`config.mk`:
```
export PLATFORM = sky130hd
export DESIGN_NAME = irq_controller_flat
export DESIGN_NICKNAME = d
export VERILOG_FILES = /design/src/rtl/irq_bus_if.sv /design/src/rtl/irq_controller.sv /design/src/flat_wrapper.sv
export SDC_FILE = /design/constraint.sdc
export NUM_CORES = 1
export LEC_CHECK = 0
export ABC_AREA = 1
export CORE_ASPECT_RATIO = 1.75
export CORE_MARGIN = 2
export CORE_UTILIZATION = 46
export DETAILED_ROUTE_END_ITERATION = 8
export PLACE_DENSITY = 0.75
export SYNTH_ARGS = -nofsm -noshare
export SYNTH_HDL_FRONTEND = slang
export SYNTH_SLANG_ARGS = --single-unit
```
`constraint.sdc`:
```
create_clock -name clk_i -period 1.15 [get_ports clk_i]
set_clock_uncertainty 0.2 [all_clocks]
set_input_delay 0.2875 -clock clk_i [delete_from_list [all_inputs] [get_ports clk_i]]
set_output_delay 0.2875 -clock clk_i [all_outputs]
set_load 0.02 [all_outputs]
```
`src/rtl/irq_bus_if.sv`:
```
// Peripheral register bus between the CPU-side decoder and the interrupt controller.
interface irq_bus_if;
  logic       R_W_n;         // registered read/write strobe, 1 = read
  logic [2:0] reg_addr_i;    // write address (CPU address delayed one clock)
  logic [2:0] reg_addr_r_i;  // read address (current CPU address)
  logic [7:0] data_i;        // write data
  logic       irq_cs;        // chip select from the address decoder
  logic [7:0] data_o;        // registered read data

  modport master (
    output R_W_n, reg_addr_i, reg_addr_r_i, data_i, irq_cs,
    input  data_o
  );

  modport slave (
    input  R_W_n, reg_addr_i, reg_addr_r_i, data_i, irq_cs,
    output data_o
  );
endinterface

```
`src/rtl/irq_controller.sv`:
```
// Interrupt aggregator: latches up to 8 sources as edge or level, masks them
// and drives a single registered active-high IRQ into the CPU.
module irq_controller #(
  parameter int unsigned NUM_SRC = 8
) (
  input  logic       clk_i,
  input  logic       rst_i,
  irq_bus_if.slave   bus,
  input  logic [7:0] src_i,
  output logic       irq_o
);

  localparam int unsigned DW = 8;
  localparam logic [DW-1:0] IMPL_MASK = DW'((16'd1 << NUM_SRC) - 16'd1);

  localparam logic [2:0] ADDR_PENDING = 3'd0;
  localparam logic [2:0] ADDR_ENABLE  = 3'd1;
  localparam logic [2:0] ADDR_MODE    = 3'd2;
  localparam logic [2:0] ADDR_ACTIVE  = 3'd3;
  localparam logic [2:0] ADDR_VECTOR  = 3'd4;
  localparam logic [2:0] ADDR_SWSET   = 3'd5;

  logic [DW-1:0] pending, enable, mode, src_d;
  logic [DW-1:0] pending_next, enable_next, mode_next;
  logic [DW-1:0] w1c, swset, rise, active, vector, rd_data;
  logic [2:0]    vec_idx;
  logic          wr_en;

  // Write decode and next-state for the control/status registers
  always_comb begin
    wr_en       = bus.irq_cs & ~bus.R_W_n;
    w1c         = '0;
    swset       = '0;
    enable_next = enable;
    mode_next   = mode;
    if (wr_en) begin
      case (bus.reg_addr_i)
        ADDR_PENDING: w1c         = bus.data_i & IMPL_MASK;
        ADDR_ENABLE:  enable_next = bus.data_i & IMPL_MASK;
        ADDR_MODE:    mode_next   = bus.data_i & IMPL_MASK;
        ADDR_SWSET:   swset       = bus.data_i & IMPL_MASK;
        default:      ;
      endcase
    end
    // Edge bits: set (hardware or software) wins over W1C so no edge is lost.
    // Level bits simply track the source.
    rise         = src_i & ~src_d & IMPL_MASK;
    pending_next = (mode & ((pending & ~w1c) | rise | swset))
                 | (~mode & src_i & IMPL_MASK);
  end

  // ACTIVE, VECTOR and read-data mux
  always_comb begin
    active  = pending & enable;
    vec_idx = 3'd0;
    for (int k = int'(DW) - 1; k >= 0; k--) begin
      if (active[k]) vec_idx = 3'(k);
    end
    vector = {|active, 4'b0000, vec_idx};
    case (bus.reg_addr_r_i)
      ADDR_PENDING: rd_data = pending;
      ADDR_ENABLE:  rd_data = enable;
      ADDR_MODE:    rd_data = mode;
      ADDR_ACTIVE:  rd_data = active;
      ADDR_VECTOR:  rd_data = vector;
      default:      rd_data = '0;
    endcase
  end

  // State, read data and IRQ registers; IRQ reflects registered PENDING & ENABLE
  always_ff @(posedge clk_i) begin
    if (rst_i) begin
      pending    <= '0;
      enable     <= '0;
      mode       <= IMPL_MASK;
      src_d      <= '0;
      irq_o      <= 1'b0;
      bus.data_o <= '0;
    end else begin
      pending    <= pending_next;
      enable     <= enable_next;
      mode       <= mode_next;
      src_d      <= src_i;
      irq_o      <= |active;
      bus.data_o <= rd_data;
    end
  end

endmodule

```
`src/flat_wrapper.sv`:
```
// flat-port wrapper written by rule: the top's interface ports become plain ports
module irq_controller_flat 
#(
  parameter int unsigned NUM_SRC = 8
)
  (clk_i, rst_i, src_i, irq_o, bus_R_W_n, bus_reg_addr_i, bus_reg_addr_r_i, bus_data_i, bus_irq_cs, bus_data_o);
  irq_bus_if bus_i ();
  input  logic clk_i;
  input  logic rst_i;
  input  logic [7:0] src_i;
  output logic irq_o;
  input wire logic [$bits(bus_i.R_W_n)-1:0] bus_R_W_n;
  input wire logic [$bits(bus_i.reg_addr_i)-1:0] bus_reg_addr_i;
  input wire logic [$bits(bus_i.reg_addr_r_i)-1:0] bus_reg_addr_r_i;
  input wire logic [$bits(bus_i.data_i)-1:0] bus_data_i;
  input wire logic [$bits(bus_i.irq_cs)-1:0] bus_irq_cs;
  output wire logic [$bits(bus_i.data_o)-1:0] bus_data_o;
  assign bus_i.R_W_n = bus_R_W_n;
  assign bus_i.reg_addr_i = bus_reg_addr_i;
  assign bus_i.reg_addr_r_i = bus_reg_addr_r_i;
  assign bus_i.data_i = bus_data_i;
  assign bus_i.irq_cs = bus_irq_cs;
  assign bus_data_o = bus_i.data_o;
  irq_controller #(.NUM_SRC(NUM_SRC)) u_core (.clk_i(clk_i), .rst_i(rst_i), .bus(bus_i), .src_i(src_i), .irq_o(irq_o));
endmodule
```
==> flow_summary.ini, run 1 <==
[logic_synthesis]
synth-edff-count = 0
syn_inst = 263
yosys-top-cells-count = 68 x nand2_1, 41 x dfxtp_1, 37 x inv_1, 23 x o21ai_0, 21 x a21oi_1
synth.distinct_cells = 24
avgSynthCellArea_um2 = 7.11
synth_top_area_share_pct = 43.9
synth_seq_cells = 41
synth_warnings = 0
syn_area_um2 = 1870
yosysMostFrequentCell = nand2_1
seq_area_frac_synth_pct = 43.9
synth_area_leaders = dfxtp_1 44%, nand2_1 14%, inv_1 7.4%
ys.flop_type = dfxtp_1
yosysTopAreaCell = dfxtp_1
synth_fp_nets = 289
synth_async_sr_flop_share_pct = 0

[global_routing]
grt_pass1_wl_mm = 8.59
antenna_found_initial = 0
grt_usage_pct = 24.5
gr-total-overflow = 0
grt_max_degree = 22
grt_pass1_vias = 1975

[run]
maxCapViolations = 0

[final_layout]
layout.nets = 366
final_area_um2 = 2910
regArea_um2 = 850
fillerInstances = 299
layoutNonFillerInstCount = 388
drive_gt1_share_pct = 40.3
multi_input_area_um2 = 1010
areaGrowthSynthToFinish_pct = 55.8
antenna_cells = 0

[drt]
ant_nets = 0
detail_route.wirelength_mm = 5.25
via_count = 2022
wl_per_cell_um = 13.5
first_pass_iters = 4
route.detailed.drc = 0
viasPerCell = 5.21
drt-initial-drc-count = 70

[placed_design]
place_inst = 370
place_congestion = 0.847
pre_cts_slack_ns = -0.684
dp_hpwl_mm = 3.33
place_area_um2 = 2540
io_buffers = 34

[power]
p_per_area_nw_per_um2 = 1060
p_leak_nw = 1.40
ir_worst_vdd_uv = 1100

[setup_path]
critPathSlowestCell = dfxtp_2
worstPathCellList = buf_6
cp_top_family = flip-flops
reg2reg_to = u_core.bus.data_o[7]
worst-setup-path-type = reg -> out
critPathRequiredTime_ns = 0.66
worst_setup_path_end_kind = output pin
critPathBufInv = 1
rr_startpoint = u_core.pending[4]
r2r_slack_ns = -0.06
arrival_ns = 0.74
start_kind = flip-flop
reg2reg_depth = 6
critical_path.max_fanout = 1
cp_slowest_stage_delay_ns = 0.32

[run_status]
violations = setup timing
status = complete, but fails checks

[timing]
layout_setup_ws_ns = -0.0773
fin_crit_ns = 1.23
rsz0062_at_grt = true
fin_hold_ws_ns = 0.114
finalSetupViolCount = 13
report.final.hold_viol_count = 0
fin_crit_sh_pct = 107
slew_headroom_pct = 87.6
fmax_mhz = 815
slew_viol_final = 0
max_slew.worst_pin.slew_ns = 0.184

[die]
placementRows = 30
dieArea_um2 = 4610
ioPinCount = 35
dieHeight_um = 88.3
die_x_um = 52.2
start_util_pct = 47.9
fp.coreArea_um2 = 3900

[cts]
cts_htree_levels = 2
clock_latency_ns = 0.29
cts_buffer_depth = 2
clockRootBuffer = clkbuf_8
cts_buffers = 5
cts_sinks = 41
cts_tree = yes
clk_pin_slew_ns = 0.08
holdBufCountCts = 0

[worst_hold_path]
holdPathEnd = u_core.bus.data_o[7]
worstHoldStart = bus_reg_addr_r_i[2]
hold_path_depth = 3
hp-class = in -> reg
[report_power, final]
group	switching, mW	leakage [nW]	total [mW]	internal (mW)
combinational	0.299	1.02	0.584	0.285
clock	0.489	0.0433	0.963	0.474
sequential	0.0521	0.345	1.55	1.50
[worst max path at each step]
stage	startpoint	end	slack [ns]	depth (start not counted)
after floorplan	bus_R_W_n	u_core.enable[5]	-0.03	7
after global placement	bus_R_W_n	u_core.enable[4]	-0.65	8
after detailed placement	bus_R_W_n	u_core.enable[4]	-0.68	8
after CTS	u_core.bus.data_o[7]	bus_data_o[7]	-0.09	1
after global routing	u_core.pending[7]	u_core.bus.data_o[0]	-0.15	10
final	u_core.bus.data_o[7]	bus_data_o[7]	-0.08	1
[kinds of logic after synthesis]
logic type | count (synthesis) | share of synthesized area [%]
buffers and inverters | 50 | 11.0
DFF | 41 | 43.9
AOI/OAI and AO/OA | 63 | 19.1
and+or+nand+nor | 109 | 26.0
[area by class of cell]
cell class,instances,area share (%)
clock buffers,6,2.84
clock inverters,1,0.258
inverters,44,6.92
multi-input cells,173,34.8
flip-flops and latches,41,29.2
well taps,48,2.06
repair buffers,74,23.6
repair inverters,1,0.387
[registers in the layout, summed over array words and instances (netlist names)]
register and cells:
u_core.src_d 8, u_core.mode 8, u_core.bus.data_o 8, u_core.pending 8
u_core.enable 8, u_core.irq_o 1
[metal layers]
metal,vias up,GRT usage [%],wire length (µm)
met5,-,0,0
met4,0,12.4,169
met3,19,5.07,179
met2,59,44.1,2910
met1,930,26.2,1990
li1,1014,-,-
[layout by cell type (no fill, tap or decap), types with 13 or more instances in the layout]
cell type,instances
inv_1,30
o21ai_1,14
a21oi_1,17
nand2_1,55
dfxtp_1,20
buf_6,16
nor2_1,13
dfxtp_2,20
buf_4,30
nand2_2,13
[per-stage QoR]
stage	setup TNS [ns]	power (mW)	utilization, %
6_report	-0.817	3.10	74.6
5_1_grt	-1.42	3.22	74.6
4_1_cts	-0.826	3.05	71.8
3_5_place_dp	-24.11	2.05	65.0
3_3_place_gp	-23.31	2.04	65.0
2_1_floorplan	-0.0696	1.78	-
[timing repair]
item	4_1_cts	5_1_grt
resized for setup	137	47
buffers inserted	7	5
gates cloned	2	0
pin swaps	26	35
setup endpoints to repair	42	37
(Power assumes the default switching activity.)
==> inputs of run 2 (changes only) <==
CTS_CLUSTER_DIAMETER = 150   (was default)
==> results of run 2 <==
No change in the layout: final DEF, timing and power equal those of run 1.
==> inputs of run 3 (changes only) <==
CTS_CLUSTER_SIZE = 16   (was default)
==> results of run 3 <==
No change in the layout: final DEF, timing and power equal those of run 1.
